==> config.mk <==
export PLATFORM = sky130hd
export DESIGN_NAME = dcache_2way_flat
export DESIGN_NICKNAME = d
export VERILOG_FILES = /design/src/rtl/dcache_2way_if.sv /design/src/rtl/dcache_2way.sv /design/src/flat_wrapper.sv
export SDC_FILE = /design/constraint.sdc
export NUM_CORES = 2
export LEC_CHECK = 0
export ABC_AREA = 1
export ABC_CLOCK_PERIOD_IN_PS = 13550
export BUFFER_PORTS_ARGS = -buffer_cell sky130_fd_sc_hd__buf_2
export CORE_UTILIZATION = 25
export CTS_CLUSTER_SIZE = 16
export DETAILED_ROUTE_END_ITERATION = 16
export GPL_TIMING_DRIVEN = 0
export PLACE_DENSITY = 0.36
export REMOVE_ABC_BUFFERS = 1
export SLEW_MARGIN = 40
export SYNTH_ARGS = -nofsm -noshare
export SYNTH_HDL_FRONTEND = slang
export SYNTH_SLANG_ARGS = --single-unit
==> constraint.sdc <==
create_clock -name clock -period 13.55 [get_ports clock]
set_input_delay 0.6775 -clock clock [delete_from_list [all_inputs] [get_ports clock]]
set_output_delay 0.6775 -clock clock [all_outputs]
set_load 0.02 [all_outputs]
==> src/rtl/dcache_2way_if.sv <==
// CPU-side request/response and memory-side line-transfer signals for dcache_2way.
interface dcache_2way_if #(
    parameter int unsigned OFF_W = 4,
    parameter int unsigned MEM_W = 128
);
    logic              read;
    logic              write;
    logic [2:0]        funct3;
    logic [31:0]       address;
    logic [31:0]       writedata;
    logic [31:0]       readdata;
    logic              busywait;
    logic              misaligned;
    logic              mem_read;
    logic              mem_write;
    logic [31-OFF_W:0] mem_address;
    logic [MEM_W-1:0]  mem_writedata;
    logic [MEM_W-1:0]  mem_readdata;
    logic              mem_busywait;

    // Cache view: serves the CPU, masters the memory.
    modport slave (
        input  read, write, funct3, address, writedata, mem_readdata, mem_busywait,
        output readdata, busywait, misaligned, mem_read, mem_write, mem_address, mem_writedata
    );

    // Environment view: CPU plus line memory.
    modport master (
        output read, write, funct3, address, writedata, mem_readdata, mem_busywait,
        input  readdata, busywait, misaligned, mem_read, mem_write, mem_address, mem_writedata
    );
endinterface

==> src/rtl/dcache_2way.sv <==
// 2-way set-associative write-back/write-allocate data cache with per-set LRU.
// Optional hit/miss counters are built when DCACHE_PERF_CNT_EN is defined.
module dcache_2way #(
    parameter int unsigned SETS        = 8,
    parameter int unsigned BLOCK_WORDS = 4
) (
    input  logic         clock,
    input  logic         reset,
    dcache_2way_if.slave bus
`ifdef DCACHE_PERF_CNT_EN
    ,
    output logic [31:0]  hit_count,
    output logic [31:0]  miss_count
`endif
);
    localparam int unsigned OFF_W = $clog2(BLOCK_WORDS * 4);
    localparam int unsigned IDX_W = $clog2(SETS);
    localparam int unsigned TAG_W = 32 - IDX_W - OFF_W;
    localparam int unsigned MEM_W = BLOCK_WORDS * 32;
    localparam int unsigned BIT_W = OFF_W + 3;

    typedef enum logic [1:0] {IDLE, WRITEBACK, FILL, UPDATE} state_t;

    state_t            state_q, state_d;
    logic [SETS-1:0]   valid_q [2];
    logic [SETS-1:0]   dirty_q [2];
    logic [SETS-1:0]   lru_q;
    logic [TAG_W-1:0]  tag_q  [2][SETS];
    logic [MEM_W-1:0]  data_q [2][SETS];
    logic              victim_q;
    logic [MEM_W-1:0]  fill_q;

    logic [TAG_W-1:0]  tag;
    logic [IDX_W-1:0]  idx;
    logic [OFF_W-1:0]  woff;
    logic [BIT_W-1:0]  wbit;
    logic              req, mis, access, hit0, hit1, hit, hit_way;
    logic              victim, victim_dirty, hit_done, miss_start;
    logic [MEM_W-1:0]  hit_line, upd_line;
    logic [31:0]       word, shifted, load_data, wdata_al;
    logic [3:0]        wmask;

    // Address split and access qualification
    assign tag    = bus.address[31 -: TAG_W];
    assign idx    = bus.address[OFF_W +: IDX_W];
    assign woff   = bus.address[OFF_W-1:0] & ~OFF_W'(3);
    assign wbit   = {woff, 3'b000};
    assign req    = bus.read | bus.write;
    assign mis    = req & (((bus.funct3[1:0] == 2'b01) & bus.address[0]) |
                           (bus.funct3[1] & (bus.address[1:0] != 2'b00)));
    assign access = req & ~mis;

    assign hit0     = valid_q[0][idx] & (tag_q[0][idx] == tag);
    assign hit1     = valid_q[1][idx] & (tag_q[1][idx] == tag);
    assign hit      = hit0 | hit1;
    assign hit_way  = hit1;
    assign hit_line = hit1 ? data_q[1][idx] : data_q[0][idx];

    // Invalid way first (way 0 preferred), otherwise the LRU way
    assign victim       = ~valid_q[0][idx] ? 1'b0 : (~valid_q[1][idx] ? 1'b1 : lru_q[idx]);
    assign victim_dirty = valid_q[victim][idx] & dirty_q[victim][idx];

    // Load extraction with sign/zero extension
    assign word    = hit_line[wbit +: 32];
    assign shifted = word >> {bus.address[1:0], 3'b000};
    always_comb begin
        load_data = word;
        case (bus.funct3)
            3'b000:  load_data = {{24{shifted[7]}}, shifted[7:0]};
            3'b001:  load_data = {{16{shifted[15]}}, shifted[15:0]};
            3'b100:  load_data = {24'd0, shifted[7:0]};
            3'b101:  load_data = {16'd0, shifted[15:0]};
            default: load_data = word;
        endcase
    end

    // Store lane mask and lane-aligned data, merged into the hit line
    always_comb begin
        wmask    = 4'b1111;
        wdata_al = bus.writedata;
        case (bus.funct3[1:0])
            2'b00: begin
                wmask    = 4'b0001 << bus.address[1:0];
                wdata_al = bus.writedata << {bus.address[1:0], 3'b000};
            end
            2'b01: begin
                wmask    = 4'b0011 << {bus.address[1], 1'b0};
                wdata_al = bus.writedata << {bus.address[1], 4'b0000};
            end
            default: begin
                wmask    = 4'b1111;
                wdata_al = bus.writedata;
            end
        endcase
        upd_line = hit_line;
        for (int b = 0; b < 4; b++) begin
            if (wmask[b]) upd_line[wbit + BIT_W'(8 * b) +: 8] = wdata_al[8 * b +: 8];
        end
    end

    // Next state and bus outputs; everything is quiet while reset is held
    always_comb begin
        state_d           = state_q;
        bus.readdata      = '0;
        bus.busywait      = 1'b0;
        bus.misaligned    = 1'b0;
        bus.mem_read      = 1'b0;
        bus.mem_write     = 1'b0;
        bus.mem_address   = '0;
        bus.mem_writedata = '0;
        hit_done          = 1'b0;
        miss_start        = 1'b0;
        if (!reset) begin
            bus.misaligned = mis;
            case (state_q)
                IDLE: begin
                    if (access) begin
                        if (hit) begin
                            hit_done = 1'b1;
                            if (!bus.write) bus.readdata = load_data;
                        end else begin
                            bus.busywait = 1'b1;
                            miss_start   = 1'b1;
                            state_d      = victim_dirty ? WRITEBACK : FILL;
                        end
                    end
                end
                WRITEBACK: begin
                    bus.busywait      = 1'b1;
                    bus.mem_write     = 1'b1;
                    bus.mem_address   = {tag_q[victim_q][idx], idx};
                    bus.mem_writedata = data_q[victim_q][idx];
                    if (!bus.mem_busywait) state_d = FILL;
                end
                FILL: begin
                    bus.busywait    = 1'b1;
                    bus.mem_read    = 1'b1;
                    bus.mem_address = bus.address[31:OFF_W];
                    if (!bus.mem_busywait) state_d = UPDATE;
                end
                UPDATE: begin
                    bus.busywait = 1'b1;
                    state_d      = IDLE;
                end
                default: state_d = IDLE;
            endcase
        end
    end

    // State, line status bits and transfer capture
    always_ff @(posedge clock) begin
        if (reset) begin
            state_q    <= IDLE;
            valid_q[0] <= '0;
            valid_q[1] <= '0;
            dirty_q[0] <= '0;
            dirty_q[1] <= '0;
            lru_q      <= '0;
            victim_q   <= 1'b0;
            fill_q     <= '0;
        end else begin
            state_q <= state_d;
            if (miss_start) victim_q <= victim;
            if (state_q == FILL && !bus.mem_busywait) fill_q <= bus.mem_readdata;
            if (hit_done) begin
                lru_q[idx] <= ~hit_way;
                if (bus.write) dirty_q[hit_way][idx] <= 1'b1;
            end
            if (state_q == UPDATE) begin
                valid_q[victim_q][idx] <= 1'b1;
                dirty_q[victim_q][idx] <= 1'b0;
                lru_q[idx]             <= ~victim_q;
            end
        end
    end

    // Tag and data arrays carry no reset; validity gates their use
    always_ff @(posedge clock) begin
        if (!reset) begin
            if (state_q == UPDATE) begin
                data_q[victim_q][idx] <= fill_q;
                tag_q[victim_q][idx]  <= tag;
            end else if (hit_done && bus.write) begin
                data_q[hit_way][idx] <= upd_line;
            end
        end
    end

`ifdef DCACHE_PERF_CNT_EN
    always_ff @(posedge clock) begin
        if (reset) begin
            hit_count  <= '0;
            miss_count <= '0;
        end else begin
            if (hit_done)   hit_count  <= hit_count + 32'd1;
            if (miss_start) miss_count <= miss_count + 32'd1;
        end
    end
`endif
endmodule
==> src/flat_wrapper.sv <==
// flat-port wrapper written by rule: the top's interface ports become plain ports
module dcache_2way_flat 
#(
    parameter int unsigned SETS        = 8,
    parameter int unsigned BLOCK_WORDS = 4
)
  (clock, reset, bus_read, bus_write, bus_funct3, bus_address, bus_writedata, bus_mem_readdata, bus_mem_busywait, bus_readdata, bus_busywait, bus_misaligned, bus_mem_read, bus_mem_write, bus_mem_address, bus_mem_writedata);
  dcache_2way_if bus_i ();
  input  logic clock;
  input  logic reset;
  input wire logic [$bits(bus_i.read)-1:0] bus_read;
  input wire logic [$bits(bus_i.write)-1:0] bus_write;
  input wire logic [$bits(bus_i.funct3)-1:0] bus_funct3;
  input wire logic [$bits(bus_i.address)-1:0] bus_address;
  input wire logic [$bits(bus_i.writedata)-1:0] bus_writedata;
  input wire logic [$bits(bus_i.mem_readdata)-1:0] bus_mem_readdata;
  input wire logic [$bits(bus_i.mem_busywait)-1:0] bus_mem_busywait;
  output wire logic [$bits(bus_i.readdata)-1:0] bus_readdata;
  output wire logic [$bits(bus_i.busywait)-1:0] bus_busywait;
  output wire logic [$bits(bus_i.misaligned)-1:0] bus_misaligned;
  output wire logic [$bits(bus_i.mem_read)-1:0] bus_mem_read;
  output wire logic [$bits(bus_i.mem_write)-1:0] bus_mem_write;
  output wire logic [$bits(bus_i.mem_address)-1:0] bus_mem_address;
  output wire logic [$bits(bus_i.mem_writedata)-1:0] bus_mem_writedata;
  assign bus_i.read = bus_read;
  assign bus_i.write = bus_write;
  assign bus_i.funct3 = bus_funct3;
  assign bus_i.address = bus_address;
  assign bus_i.writedata = bus_writedata;
  assign bus_i.mem_readdata = bus_mem_readdata;
  assign bus_i.mem_busywait = bus_mem_busywait;
  assign bus_readdata = bus_i.readdata;
  assign bus_busywait = bus_i.busywait;
  assign bus_misaligned = bus_i.misaligned;
  assign bus_mem_read = bus_i.mem_read;
  assign bus_mem_write = bus_i.mem_write;
  assign bus_mem_address = bus_i.mem_address;
  assign bus_mem_writedata = bus_i.mem_writedata;
  dcache_2way #(.SETS(SETS), .BLOCK_WORDS(BLOCK_WORDS)) u_core (.clock(clock), .reset(reset), .bus(bus_i));
endmodule
==> tab_implementation.tex <==
\begin{tabular}{lr}
\hline
Metric & Value \\
\hline
\multicolumn{2}{l}{\textbf{Pwr}} \\
\quad Leakage power & 57.5 nW \\
\quad Part of the power in the clock network & 39.9\% \\
\quad Design internal power & 15.6 mW \\
\quad Net Sw Frac & 30.0\% \\
\quad Power density over the cells & 141 mW/mm\^{}2 \\
\quad Worst supply voltage drop on vdd & 97.1 uV \\
\quad Switch Pwr & 6.70 mW \\
\quad Sequential cell fraction of total power & 42.1\% \\
\quad Combinational fraction of design power & 18.0\% \\
\quad Total Power & 22.3 mW \\
\multicolumn{2}{l}{\textbf{STA}} \\
\quad Setup TNS Final & 0 ps \\
\quad Unrepaired setup endpoints after global routing & false \\
\quad Highest clock frequency the design can meet & 117 MHz \\
\quad Time the final worst path needs with I/O delays and setup & 8520 ps \\
\quad Worst-case clock skew & 74.6 ps \\
\quad Measured slew at the worst slew-check pin & 938 ps \\
\quad Final setup violation count & 0 \\
\quad Max-Slew Margin vs Limit & 37.2\% \\
\quad Min Hold Slack & 84.2 ps \\
\quad Max-slew violation total from the final report & 0 \\
\quad Final worst path period share & 62.9\% \\
\quad Final-report hold violation count & 0 \\
\multicolumn{2}{l}{\textbf{Setup path}} \\
\quad Data arrival time of the critical path & 7850 ps \\
\quad Required time at the worst-slack endpoint & 12870 ps \\
\quad Type of the worst setup path & in -> out \\
\quad CP startpoint kind & input port \\
\quad Cell with the largest stage delay on the worst path & sky130\_fd\_sc\_hd\_\_nor2\_1 \\
\quad Crit path max fanout & 59 \\
\quad Delay contributed by the slowest stage of the critical path & 510 ps \\
\quad Slack of the worst reg-to-reg path & 7360 ps \\
\quad Critical Path Most Common Cell & sky130\_fd\_sc\_hd\_\_buf\_16 \\
\quad Crit path capture type & primary output \\
\multicolumn{2}{l}{\textbf{GRT}} \\
\quad GR met3 Demand/Resource & 4.18\% \\
\quad Total overflow reported by the global router & 0 \\
\quad GR peak layer & met2 \\
\quad Global Route Usage Sum & 23.9\% \\
\quad Initial antenna violation count & 61 \\
\quad Met2 track demand over resource in global routing & 38.2\% \\
\quad Met1 Track Usage GR & 32.8\% \\
\quad Via count of the first global-routing pass & 101k \\
\quad Global-route wire length before repair & 847000 um \\
\quad Pin count of the biggest net entering global routing & 91 \\
\multicolumn{2}{l}{\textbf{Layout}} \\
\quad Relative area change from synthesis to final layout & 26.6\% \\
\quad Number of nets in the layout & 13.2k \\
\quad Summed area of non-filler cells in the final layout & 0.158 mm\^{}2 \\
\quad Final cell count without fillers & 19.9k \\
\quad Fraction of layout instances using a drive strength above 1 & 13.7\% \\
\multicolumn{2}{l}{\textbf{Route}} \\
\quad Via total after detailed routing & 105k \\
\quad Post-detailed-route wirelength per cell & 31.1 um \\
\quad Count of nets left with antenna violations after detail routing & 0 \\
\quad Drt drc & 0 \\
\quad Wirelength, routed & 620000 um \\
\quad Detailed-route vias per instance & 5.29 \\
\quad Length of the first detailed-routing pass in iterations & 8 \\
\quad 1st-iter DRT viols & 12.7k \\
\multicolumn{2}{l}{\textbf{Die}} \\
\quad Horizontal die dimension & 708 um \\
\quad Area inside the core boundary & 0.495 mm\^{}2 \\
\quad Core Rows & 258 \\
\quad Overall die height & 708 um \\
\quad Initial core utilization & 25.2\% \\
\quad Number of top-level design ports & 392 \\
\quad Die footprint & 0.501 mm\^{}2 \\
\multicolumn{2}{l}{\textbf{Yosys}} \\
\quad Count of synthesis-stage warnings from yosys & 0 \\
\quad Count of distinct cell types in the synthesized netlist & 67 \\
\quad Share of synthesized flip-flops with an asynchronous set or reset & 0\% \\
\quad Number of flip-flops and latches in the synthesized netlist & 2620 \\
\quad Prevailing post-synth register cell & sky130\_fd\_sc\_hd\_\_edfxtp\_1 \\
\quad Cell area after synthesis & 0.125 mm\^{}2 \\
\quad Area share of the leading cell type in the synthesized netlist & 59.4\% \\
\quad Sequential fraction of the synthesis area & 61.9\% \\
\quad Cell count after synthesis & 12.5k \\
\quad Count leader, synth & sky130\_fd\_sc\_hd\_\_edfxtp\_1 \\
\quad Number of flops mapped to enable cells by yosys & 2464 \\
\quad Post-synthesis average cell area & 9.97 um\^{}2 \\
\quad Post-synthesis cell type with the largest combined area & sky130\_fd\_sc\_hd\_\_edfxtp\_1 \\
\quad Top post-synthesis cells by area & sky130\_fd\_sc\_hd\_\_edfxtp\_1, sky130\_fd\_sc\_hd\_\_nand2\_1, sky130\_fd\_sc\_hd\_\_o21ai\_0, sky130\_fd\_sc\_hd\_\_inv\_1, sky130\_fd\_sc\_hd\_\_a21oi\_1 \\
\quad Top cells by count, synth & sky130\_fd\_sc\_hd\_\_edfxtp\_1, sky130\_fd\_sc\_hd\_\_nand2\_1, sky130\_fd\_sc\_hd\_\_o21ai\_0, sky130\_fd\_sc\_hd\_\_inv\_1, sky130\_fd\_sc\_hd\_\_nor2\_1 \\
\multicolumn{2}{l}{\textbf{Job}} \\
\quad Total of max-cap violations & 0 \\
\multicolumn{2}{l}{\textbf{Placement}} \\
\quad Cells after DPL & 19.2k \\
\quad Cell area reported after detailed placement & 0.146 mm\^{}2 \\
\quad PortBufs & 391 \\
\quad Half-perimeter wire length after detailed placement & 431000 um \\
\quad Global placer's final weighted congestion & 0.823 \\
\multicolumn{2}{l}{\textbf{CTS}} \\
\quad Worst-Skew Late Latency & 990 ps \\
\quad Post-CTS setup buffer count & 0 \\
\quad Hold buffer count at cts & 76 \\
\quad Post-CTS clock slew at the launch and capture registers of the worst setup and hold paths & 50 ps \\
\quad Maximum count of clock buffers along a single path & 4 \\
\quad CTS root buf & sky130\_fd\_sc\_hd\_\_clkbuf\_16 \\
\quad CTS tree & built \\
\quad CTS Buf Count & 331 \\
\quad Clock sink count & 2620 \\
\quad Deepest level of the CTS H-tree & 5 \\
\quad Resized cells post-CTS & 0 \\
\multicolumn{2}{l}{\textbf{Worst hold path}} \\
\quad Kind of path behind the tightest hold check & in -> reg \\
\multicolumn{2}{l}{\textbf{Status}} \\
\quad Status & complete, no violations \\
\hline
\end{tabular}
power by group through the flow:
stage	clock, mW	sequential, mW	combinational (mW)
finish	8.89	9.38	4.02
global route	9.33	9.39	4.32
CTS	9.06	9.38	4.02
detailed placement	0	9.55	4.00
global placement	0	9.84	3.95
floorplan	0	9.72	2.32
routing by layer:
layer | share of wire [%] | wire [um]
met1 | 44 | 271000
met2 | 46 | 282000
met3 | 7.3 | 45500
met4 | 3.5 | 21600
met5 | 0.030 | 186
kinds of logic (layout without fill, tap and decap cells):
group,count (synthesis),in the layout,synth area share (%)
compound gates,3772,3772,18.0
buf+inv,2189,2983,6.97
other cells,0,30,0
fa+ha+maj,10,10,0.100
flops,2620,2620,61.9
mux,50,50,0.402
simple gates,3847,3847,12.5
xor+xnor,7,7,0.0492
path summary, 6_finish.rpt:
path,start,end,cells past startpoint
max,bus_address[4],bus_readdata[31],25
min reg2reg,u_core.fill_q[70],u_core.fill_q[70],2
max reg2reg,u_core.tag_q[1][177],u_core.data_q[1][845],23
min,bus_mem_readdata[6],u_core.fill_q[6],3
state kept, by name, summed over array words and instances, names as in the netlist, named ones only:
name and flops:
u_core.lru_q 8, u_core.tag_q 400, u_core.valid_q 16, u_core.dirty_q 16, u_core.data_q 2048, u_core.fill_q 128, u_core.victim_q 1, u_core.state_q 2
worst max-delay path: cells and delay by family:
family          cells  cell delay (ps)
compound gates      2              420
buf+inv            11             3010
simple gates       12             3200
layout by cell type, fill, tap and decap left out, types with 53 or more instances in the layout:
master and n:
sky130_fd_sc_hd__o2111ai_1 76, sky130_fd_sc_hd__o211ai_1 63, sky130_fd_sc_hd__clkbuf_16 340, sky130_fd_sc_hd__buf_16 359
sky130_fd_sc_hd__dfxtp_1 155, sky130_fd_sc_hd__buf_2 396, sky130_fd_sc_hd__a21oi_1 765, sky130_fd_sc_hd__nor2_4 53
sky130_fd_sc_hd__o22ai_1 345, sky130_fd_sc_hd__dlygate4sd3_1 76, sky130_fd_sc_hd__a22oi_1 211, sky130_fd_sc_hd__o32ai_1 97
sky130_fd_sc_hd__nand4_1 139, sky130_fd_sc_hd__inv_1 1237, sky130_fd_sc_hd__o21ai_0 1527, sky130_fd_sc_hd__nor2_1 934
sky130_fd_sc_hd__clkbuf_1 81, sky130_fd_sc_hd__buf_12 59, sky130_fd_sc_hd__a221oi_1 305, sky130_fd_sc_hd__edfxtp_1 2464
sky130_fd_sc_hd__buf_8 175, sky130_fd_sc_hd__nand2_1 2234, sky130_fd_sc_hd__a21oi_2 127, sky130_fd_sc_hd__nand3_1 318
sky130_fd_sc_hd__clkinv_1 57, sky130_fd_sc_hd__clkinv_2 54
cell type report:
type | count | area [um^2]
antenna | 30 | 75.1
clock buffer | 448 | 9180
clock inverter | 153 | 1460
fill | 50400 | 337000
inverter | 1305 | 5020
multi-input combinational | 7686 | 40000
sequential | 2620 | 77100
tap | 6630 | 8300
timing repair buffer | 1077 | 16500
metrics by stage:
stage | util (%) | setup WS, ps
4_1_cts | 31.9 | 5160
5_1_grt | 31.9 | 4960
6_report | 31.9 | 5030
3_5_place_dp | 29.5 | 4820
3_3_place_gp | 26.5 | -107290
2_1_floorplan | - | -38570
Note: power is estimated with default switching activity, not from simulation.
